**config.mk**
```make
export PLATFORM = sky130hd
export DESIGN_NAME = riscv_divider
export DESIGN_NICKNAME = d
export VERILOG_FILES = /design/src/rtl/riscv_divider.sv
export SDC_FILE = /design/constraint.sdc
export NUM_CORES = 1
export LEC_CHECK = 0
export CORE_MARGIN = 2
export CORE_UTILIZATION = 40
export DETAILED_ROUTE_END_ITERATION = 12
export PLACE_DENSITY_LB_ADDON = 0.05
export SYNTH_ARGS = -nofsm -noshare
export SYNTH_HDL_FRONTEND = slang
export SYNTH_SLANG_ARGS = --single-unit
export TNS_END_PERCENT = 30
```
**constraint.sdc**
```tcl
create_clock -name i_clk -period 5.7 [get_ports i_clk]
set_input_delay 0.57 -clock i_clk [delete_from_list [all_inputs] [get_ports i_clk]]
set_output_delay 0.57 -clock i_clk [all_outputs]
set_load 0.02 [all_outputs]
```
**src/rtl/riscv_divider.sv**
```systemverilog
// RV32M DIV/DIVU/REM/REMU unit: radix-2 restoring divider, one quotient bit per cycle.
// Divide-by-zero and signed overflow are resolved at start without iterating.
module riscv_divider #(
  parameter int unsigned XLEN = 32
) (
  input  logic            i_clk,
  input  logic            i_rst_n,
  input  logic            i_start,
  input  logic [1:0]      i_op,
  input  logic [XLEN-1:0] i_rs1,
  input  logic [XLEN-1:0] i_rs2,
  input  logic            i_flush,
  output logic            o_busy,
  output logic            o_valid,
  output logic [XLEN-1:0] o_result
);

  localparam int unsigned CW = $clog2(XLEN);

  typedef enum logic [1:0] {S_IDLE, S_CALC, S_DONE} state_e;

  state_e          state_q, state_d;
  logic [CW-1:0]   cnt_q, cnt_d;
  logic [XLEN-1:0] quo_q, quo_d, rem_q, rem_d, dvsr_q, dvsr_d, res_q, res_d;
  logic            sel_rem_q, sel_rem_d, negq_q, negq_d, negr_q, negr_d;

  logic            is_signed, s1, s2, div_zero, ovf;
  logic [XLEN-1:0] a_mag, b_mag, special_res;
  logic [XLEN-1:0] rem_sh, quo_n, rem_n, q_fin, r_fin;
  logic [XLEN:0]   trial;

  always_comb begin
    is_signed   = ~i_op[0];
    s1          = is_signed & i_rs1[XLEN-1];
    s2          = is_signed & i_rs2[XLEN-1];
    a_mag       = s1 ? -i_rs1 : i_rs1;
    b_mag       = s2 ? -i_rs2 : i_rs2;
    div_zero    = (i_rs2 == '0);
    ovf         = is_signed & (i_rs1 == {1'b1, {(XLEN-1){1'b0}}}) & (i_rs2 == '1);
    special_res = div_zero ? (i_op[1] ? i_rs1 : '1) : (i_op[1] ? '0 : i_rs1);
  end

  // One restoring step on the shifted {rem, quo} pair.
  always_comb begin
    rem_sh = {rem_q[XLEN-2:0], quo_q[XLEN-1]};
    trial  = {1'b0, rem_sh} - {1'b0, dvsr_q};
    rem_n  = trial[XLEN] ? rem_sh : trial[XLEN-1:0];
    quo_n  = {quo_q[XLEN-2:0], ~trial[XLEN]};
    q_fin  = negq_q ? -quo_n : quo_n;
    r_fin  = negr_q ? -rem_n : rem_n;
  end

  always_comb begin
    state_d   = state_q;
    cnt_d     = cnt_q;
    quo_d     = quo_q;
    rem_d     = rem_q;
    dvsr_d    = dvsr_q;
    res_d     = res_q;
    sel_rem_d = sel_rem_q;
    negq_d    = negq_q;
    negr_d    = negr_q;
    unique case (state_q)
      S_IDLE: begin
        if (i_start) begin
          if (div_zero || ovf) begin
            res_d   = special_res;
            state_d = S_DONE;
          end else begin
            sel_rem_d = i_op[1];
            negq_d    = s1 ^ s2;
            negr_d    = s1;
            quo_d     = a_mag;
            rem_d     = '0;
            dvsr_d    = b_mag;
            cnt_d     = '0;
            state_d   = S_CALC;
          end
        end
      end
      S_CALC: begin
        quo_d = quo_n;
        rem_d = rem_n;
        cnt_d = cnt_q + CW'(1);
        if (cnt_q == CW'(XLEN-1)) begin
          res_d   = sel_rem_q ? r_fin : q_fin;
          state_d = S_DONE;
        end
      end
      S_DONE:  state_d = S_IDLE;
      default: state_d = S_IDLE;
    endcase
    // Flush wins over everything, including the final iteration's result write.
    if (i_flush) begin
      state_d = S_IDLE;
      res_d   = res_q;
    end
  end

  always_ff @(posedge i_clk or negedge i_rst_n) begin
    if (!i_rst_n) begin
      state_q   <= S_IDLE;
      cnt_q     <= '0;
      quo_q     <= '0;
      rem_q     <= '0;
      dvsr_q    <= '0;
      res_q     <= '0;
      sel_rem_q <= 1'b0;
      negq_q    <= 1'b0;
      negr_q    <= 1'b0;
    end else begin
      state_q   <= state_d;
      cnt_q     <= cnt_d;
      quo_q     <= quo_d;
      rem_q     <= rem_d;
      dvsr_q    <= dvsr_d;
      res_q     <= res_d;
      sel_rem_q <= sel_rem_d;
      negq_q    <= negq_d;
      negr_q    <= negr_d;
    end
  end

  assign o_busy   = (state_q != S_IDLE);
  assign o_valid  = (state_q == S_DONE);
  assign o_result = res_q;

endmodule

```
==> summary.log, run 1 <==
[place] Detailed Place HPWL 31.9 mm
[sta] shortest period the worst path allows 5.05 ns
[place] minimum setup slack after placement 0.763 ns
[die] die boundary width 174 µm
[power_and_ir_drop] switching portion of total power 50.1%
[cts] count of hold-fix buffers inserted at cts 0
[power_and_ir_drop] static leakage 0.00542 µW
[place] weighted congestion at the end of routability-driven global placement 0.895
[drt] Max Used Layer met4
[drt] detailed-route via count 11,600
[worst_setup_path] cells traversed along the worst timing path inv_1 > ha_1 > fa_1 > nor2b_1 > o31a_1 > o211ai_1 > a211oi_1 > or2_2 > inv_1 > nor4_1 > o221ai_1 > nor4_2 > nand2_1 > or4_1 > a31o_2 > nand2_1
[synth] sequential element share of the synthesized area 29.6%
[worst_setup_path] cell with the biggest individual delay on the critical path sky130_fd_sc_hd__nor4_1
[sta] max-slew violations 0
[worst_setup_path] r2r worst-path depth 16
[synth] Post-Synthesis Cell Area 0.0116 mm²
[synth] proportion of netlist area held by the largest area contributor 29.6%
[global_routing] Global Route Usage Sum 27.8%
[worst_setup_path] worst reg2reg path endpoint o_result[31]
[worst_setup_path] setup slack of the most critical reg-to-reg path 0.65 ns
[drt] total length of routed met3 wires 2.44 mm
[synth] synth top area cells sky130_fd_sc_hd__dfrtp_1 (30%), sky130_fd_sc_hd__o21ai_0 (8.2%), sky130_fd_sc_hd__xor2_1 (6.4%)
[die] I/O pin total 104
[drt] total length of routed met2 wires 18.6 mm
[sta] Final setup violation count 0
[sta] setup TNS 0 ns
[die] core area 0.0286 mm²
[drt] Detailed Route Iter0 Violations 1,156
[drt] antenna viol nets, final 0
[sta] transition at the pin with the smallest max-transition slack 1.09 ns
[worst_setup_path] type of element capturing the critical path register
[cts] CTS Sinks 137
[cts] cells resized by post-CTS repair 0
[drt] DRC Markers 0
[sta] worst max-slew margin expressed relative to the limit 27.1%
[power_and_ir_drop] Power per Cell Area 503 mW/mm²
[cells_and_area] relative area change from synthesis to final layout 17.0%
[status] result of the run completed
[sta] post-route setup slack 0.647 ns
[worst_setup_path] worst stage delay on the critical path 0.58 ns
[synth] syn nets 1,639
[power_and_ir_drop] Overall Power 6820 µW
[synth] most area-hungry cell type in the Yosys netlist sky130_fd_sc_hd__dfrtp_1
[flow_run] Max-cap violations 0
[cells_and_area] Antenna diodes 0
[place] port buffer count 103
[die] Die Y-Extent 174 µm
[cells_and_area] highest-count cells in the layout ignoring fill and taps sky130_fd_sc_hd__o21ai_0 (191), sky130_fd_sc_hd__nand2_1 (178), sky130_fd_sc_hd__dfrtp_1 (136)
[power_and_ir_drop] combinational fraction of design power 60.0%
[worst_setup_path] Worst EP arrival 5.43 ns
[worst_setup_path] beginning of the critical path quo_q[31]
[cts] number of buffers inserted to repair setup after CTS 0
[worst_setup_path] Worst Setup Path Type register to register
[drt] detailed-router iteration count before antenna repair 5
[synth] total number of yosys warnings 0
[drt] detailed-route wire length on metal 1 20.6 mm
[sta] max frequency 198 MHz
[drt] DRT Wirelength 42.3 mm
[cts] Worst-path clk slew 0.07 ns
[worst_setup_path] startpoint of the worst-slack reg-to-reg timing path quo_q[31]
[sta] setup repair after global routing missed its margin no
[synth] average footprint of a synthesized cell 7.58 µm²
[drt] average vias per placed instance 5.86
[die] starting density of the core 40.5%
[worst_setup_path] top fanout value on the critical path 16
[cts] clock tree from TritonCTS done
[die] site row count 62
[die] die footprint 0.0304 mm²
[global_routing] via count of the first global-routing pass 10,800
[power_and_ir_drop] internal power 3400 µW
[power_and_ir_drop] sequential power share 21.3%
[global_routing] GR Overflow Total 0
[cells_and_area] most common cell after layout, fill and taps aside sky130_fd_sc_hd__o21ai_0
[drt] average wire per cell in the routed design 21.4 µm
[power_and_ir_drop] power spent charging and discharging nets 3420 µW
[synth] Seq cells post-synth 137
[sta] portion of the clock cycle consumed by the worst path in the final layout 88.7%
[cts] maximum root-to-sink buffer count 2
[power_and_ir_drop] VDD IR max 0.000245 V
[worst_setup_path] Worst Path Required 6.08 ns
[synth] most used flip-flop cell after synthesis sky130_fd_sc_hd__dfrtp_1
[worst_setup_path] CP Launch Type register
[cts] H-tree depth 4
[synth] number of library cell types mapped by synthesis 76
[cells_and_area] number of nets in the layout 1,686
[global_routing] global-route wire length before repair 65.0 mm
[cells_and_area] fraction of layout cells with a size suffix above 1 5.35%
[synth] number of enable flip-flop cells after synthesis 0
[global_routing] largest net degree at the start of global routing 96
[synth] share of async-settable or async-resettable flops after synthesis 100%
[global_routing] antenna violations before repair 0
[sta] Hold Fails Final Rpt 0
[cts] clock latency reported for the late side of the worst-skew pair 0.44 ns
[synth] Cells after Synth 1,529
[cts] root buffer cell sky130_fd_sc_hd__clkbuf_16
[power_and_ir_drop] share of power burned in the clock network 18.7%
[worst_setup_path] end of the critical path o_result[31]
[cells_and_area] post-route core utilization 47.4%
[sta] worst setup skew after layout 0.0136 ns
[min_path] class of the tightest hold or removal check input pin to asynchronous set/reset pin
[cts] TritonCTS Buffers 17
-- metrics by stage --
| step | std cells | area (µm²) | hold WS, ns |
|---|---|---|---|
| 2_1_floorplan | 1529 | 11600 | 0.274 |
| 5_1_grt | 1973 | 13600 | 0.329 |
| 3_5_place_dp | 1941 | 12900 | 0.467 |
| 6_report | 1973 | 13600 | 0.252 |
| 3_3_place_gp | 1941 | 12900 | 0.461 |
| 4_1_cts | 1973 | 13600 | 0.277 |
-- routing by layer --
layer	track usage (%)	up-vias
li1	-	5610
met1	41.1	5549
met2	42.2	373
met3	4.31	36
met4	6.97	0
met5	0	-
-- Yosys cell counts (8+ instances only) --
master                       n
sky130_fd_sc_hd__mux2i_1    16
sky130_fd_sc_hd__xor2_1     85
sky130_fd_sc_hd__o211ai_1   10
sky130_fd_sc_hd__nand3_1    53
sky130_fd_sc_hd__a211oi_1   20
sky130_fd_sc_hd__nor2_1    133
sky130_fd_sc_hd__dfrtp_1   137
sky130_fd_sc_hd__buf_1       8
sky130_fd_sc_hd__buf_2       8
sky130_fd_sc_hd__inv_1      54
sky130_fd_sc_hd__a21o_1     12
sky130_fd_sc_hd__o31ai_1    37
sky130_fd_sc_hd__a21oi_1   129
sky130_fd_sc_hd__nor2b_1    12
sky130_fd_sc_hd__o21a_1     10
sky130_fd_sc_hd__nand2_1   178
sky130_fd_sc_hd__o21ai_0   191
sky130_fd_sc_hd__nand4_1    16
sky130_fd_sc_hd__and2_1     12
sky130_fd_sc_hd__or3_1      24
sky130_fd_sc_hd__nand2b_1   12
sky130_fd_sc_hd__a31oi_1    14
sky130_fd_sc_hd__o41ai_1    11
sky130_fd_sc_hd__ha_1       39
sky130_fd_sc_hd__nor4_1     20
sky130_fd_sc_hd__nor3_1     35
sky130_fd_sc_hd__xnor2_1    48
sky130_fd_sc_hd__or4_1       8
sky130_fd_sc_hd__and3_1     12
sky130_fd_sc_hd__clkbuf_1   76
-- cell families (layout without fill, tap and decap cells) --
family | after synthesis | count (layout) | share of synthesized area [%]
and+or+nand+nor | 544 | 544 | 22.5
AOI/OAI and AO/OA | 506 | 506 | 26.7
xor gates and xnor gates | 133 | 133 | 10.1
buffers and inverters | 147 | 207 | 4.85
muxes | 22 | 22 | 1.96
DFF | 137 | 137 | 29.6
adders and majority gates | 40 | 40 | 4.38
-- critical path, delay by kind of cell (launching register included) --
family	cells	cell delay, ns
buffers and inverters	2	0.36
adder cells (fa/ha/maj)	2	0.62
flip-flops	1	0.37
AO/OA/AOI/OAI	5	1.27
AND/OR/NAND/NOR	7	2.36
-- flip-flops by register name, summed over array words and instances, names as in the netlist --
name       count
sel_rem_q      1
rem_q         31
negr_q         1
o_result      32
cnt_q          5
state_q        2
negq_q         1
dvsr_q        32
quo_q         32
-- power groups by stage --
stage               sequential, µW  combinational (µW)  clock (µW)
floorplan                     1370                2850           0
global placement              1460                4030           0
detailed placement            1460                4010           0
CTS                           1450                4030        1290
global route                  1480                4480        1330
finish                        1450                4090        1280
-- layout make-up --
type                            instances  area (µm²)
Clock buffer                           18         439
Clock inverter                         14         219
Fill cell                            2860       15100
Inverter                               55         206
Multi-Input combinational cell       1245        7620
Sequential cell                       137        3430
Tap cell                              384         480
Timing Repair Buffer                  120        1170
-- how the worst min path moves through the flow --
stage               cells after the start           to   startpoint
finish                                  1   dvsr_q[21]      i_rst_n
global route                            1   dvsr_q[21]      i_rst_n
CTS                                     1   dvsr_q[21]      i_rst_n
detailed placement                      2  o_result[1]  o_result[1]
global placement                        2  o_result[0]  o_result[0]
floorplan                               0     cnt_q[0]      i_rst_n
(Power assumes the default switching activity.)
==> inputs of run 2 (changes only) <==
Settings changed: CORE_UTILIZATION 40 to 55.
==> run 2 against run 1 <==
Net effect:
- sequential share of layout area up 0.33 points
- largest power group unchanged
- routed wire length down 8.3%
- highest routed layer unchanged
- critical endpoint unchanged
- critical path depth unchanged
- sequential power about the same
- worst setup slack better by 0.18 ns
- clock power down 5%
==> summary.log, run 2 (synthesis results as in run 1) <==
[worst_setup_path] top fanout value on the critical path 7
[sta] max-slew violations 0
[place] weighted congestion at the end of routability-driven global placement 0.967
[power_and_ir_drop] share of power burned in the clock network 18.2%
[cells_and_area] Antenna diodes 0
[cells_and_area] final design area excluding fillers 0.0134 mm²
[sta] portion of the clock cycle consumed by the worst path in the final layout 85.5%
[worst_setup_path] CP Launch Type register
[cells_and_area] area taken by multi-input logic gates 0.00762 mm²
[cells_and_area] relative area change from synthesis to final layout 15.6%
[power_and_ir_drop] Overall Power 6710 µW
[drt] detailed-router iteration count before antenna repair 6
[cts] clock tree from TritonCTS done
[worst_setup_path] cell with the biggest individual delay on the critical path sky130_fd_sc_hd__nor4_1
[sta] shortest period the worst path allows 4.87 ns
[cts] root buffer cell sky130_fd_sc_hd__clkbuf_16
[cts] count of hold-fix buffers inserted at cts 0
[sta] transition at the pin with the smallest max-transition slack 1.15 ns
[power_and_ir_drop] VDD IR max 0.000290 V
[global_routing] Most Crowded Layer GR met2
[sta] worst max-slew margin expressed relative to the limit 23.2%
[cells_and_area] most common cell after layout, fill and taps aside sky130_fd_sc_hd__o21ai_0
[worst_setup_path] cells traversed along the worst timing path inv_1 > ha_1 > fa_1 > nor2b_1 > o31a_1 > o211ai_1 > a211oi_1 > or2_2 > inv_1 > nor4_1 > o221ai_1 > nor4_2 > nand2_1 > or4_1 > a31o_2 > nand2_1
[cts] clock latency reported for the late side of the worst-skew pair 0.44 ns
[power_and_ir_drop] sequential power share 21.7%
[die] site row count 53
[die] die footprint 0.0223 mm²
[cts] H-tree depth 4
[cells_and_area] Fillers 1,910
[power_and_ir_drop] internal power 3360 µW
[power_and_ir_drop] static leakage 0.00540 µW
[cells_and_area] post-route core utilization 64.3%
[drt] DRC Markers 0
[worst_setup_path] r2r worst-path depth 16
[die] starting density of the core 55.7%
[sta] minimum hold slack 0.170 ns
[global_routing] routing usage on met2 54.8%
[cts] maximum root-to-sink buffer count 2
[worst_setup_path] worst stage delay on the critical path 0.60 ns
[global_routing] global routing met1 resource utilization 51.8%
[drt] average vias per placed instance 6.38
[global_routing] met3 track utilization from global routing 6.51%
[worst_setup_path] Worst Path Required 6.07 ns
[sta] max frequency 205 MHz
[power_and_ir_drop] Power per Cell Area 501 mW/mm²
[cts] cells resized by post-CTS repair 0
[cts] CTS Sinks 137
[power_and_ir_drop] combinational fraction of design power 60.1%
[place] Detailed Place HPWL 29.5 mm
[die] Die Y-Extent 149 µm
[status] result of the run completed
[global_routing] Global Route Usage Sum 35.4%
[sta] Hold Fails Final Rpt 0
[cts] Worst-path clk slew 0.06 ns
[worst_setup_path] worst reg2reg path endpoint o_result[31]
[place] port buffer count 103
[cells_and_area] fraction of layout cells with a size suffix above 1 5.10%
[global_routing] global-route wire length before repair 61.1 mm
[place] instance area after placement 0.0128 mm²
[global_routing] antenna violations before repair 0
[global_routing] GR Overflow Total 0
[power_and_ir_drop] switching portion of total power 49.9%
[drt] average wire per cell in the routed design 20.8 µm
[worst_setup_path] startpoint of the worst-slack reg-to-reg timing path quo_q[31]
[die] core area 0.0208 mm²
[cells_and_area] footprint of the flip-flops and latches 0.00343 mm²
[power_and_ir_drop] power spent charging and discharging nets 3350 µW
[drt] DRT Wirelength 38.8 mm
[global_routing] via count of the first global-routing pass 10,800
[sta] Final setup violation count 0
[sta] setup repair after global routing missed its margin no
[cells_and_area] highest-count cells in the layout ignoring fill and taps sky130_fd_sc_hd__o21ai_0 (190), sky130_fd_sc_hd__nand2_1 (178), sky130_fd_sc_hd__dfrtp_1 (136)
[drt] antenna viol nets, final 0
[worst_setup_path] type of element capturing the critical path register
[cts] number of buffers inserted to repair setup after CTS 0
[drt] detailed-route via count 11,900
[global_routing] largest net degree at the start of global routing 86
[sta] setup TNS 0 ns
[cts] TritonCTS Buffers 17
[flow_run] Max-cap violations 0
[worst_setup_path] Worst Setup Path Type register to register
[cells_and_area] number of nets in the layout 1,684
[drt] Detailed Route Iter0 Violations 1,292
[min_path] class of the tightest hold or removal check input pin to asynchronous set/reset pin
[worst_setup_path] Worst EP arrival 5.25 ns
[worst_setup_path] setup slack of the most critical reg-to-reg path 0.83 ns
[die] I/O pin total 104
[sta] worst setup skew after layout 0.0137 ns
[die] die boundary width 149 µm
-- run 2: cell count changes in the layout (fill, tap and decap cells not counted), sizes merged --
cell,delta
inv,+3
buf,-2
bufinv,-1
clkinv,-1
clkinvlp,-1
-- run 2: routing by layer --
metal	routed length (µm)	vias to the layer above
met3	3150	55
met1	17500	5666
met5	0	-
li1	-	5620
met2	17500	533
met4	677	0
-- run 2: layout make-up --
class	count	share of cell area, %
clock buffer	18	3.20
clock inverter	14	1.56
inverter	55	1.54
multi-input combinational	1245	56.9
sequential	137	25.6
tap	275	2.57
timing repair buffer	118	8.64
-- run 2: stage by stage --
stage	setup slack, ns	std cells
3_5_place_dp	1.02	1830
4_1_cts	0.978	1862
6_report	0.825	1862
3_3_place_gp	1.17	1830
5_1_grt	0.557	1862
2_1_floorplan	0.961	1529
-- run 2: power groups by stage --
stage	Combinational [µW]	Clock, µW	Sequential [µW]
global route	4420	1270	1480
global placement	3900	0	1450
floorplan	2850	0	1370
detailed placement	3930	0	1460
CTS	3960	1230	1440
finish	4030	1220	1450
-- run 2: worst max path at each step --
stage | startpoint | end | slack (ns) | cells past startpoint
after floorplan | quo_q[31] | o_result[28] | 0.96 | 20
after global placement | quo_q[31] | o_result[31] | 1.17 | 16
after detailed placement | quo_q[31] | o_result[31] | 1.02 | 16
after CTS | quo_q[31] | o_result[31] | 0.98 | 16
after global routing | quo_q[31] | o_result[20] | 0.56 | 18
final | quo_q[31] | o_result[31] | 0.83 | 16
-- run 2: worst max-delay path: cells and delay by family (launching register included) --
kind	cells	cell delay, ns
AND/OR/NAND/NOR	7	2.29
AO/OA/AOI/OAI	5	1.27
adder cells (fa/ha/maj)	2	0.64
flip-flops	1	0.39
buffers and inverters	2	0.21
==> inputs of run 3 (changes only) <==
Settings changed: ABC_AREA set to 0.
==> results of run 3 <==
Same layout as run 2: the final DEF is identical, and so are final timing and power.
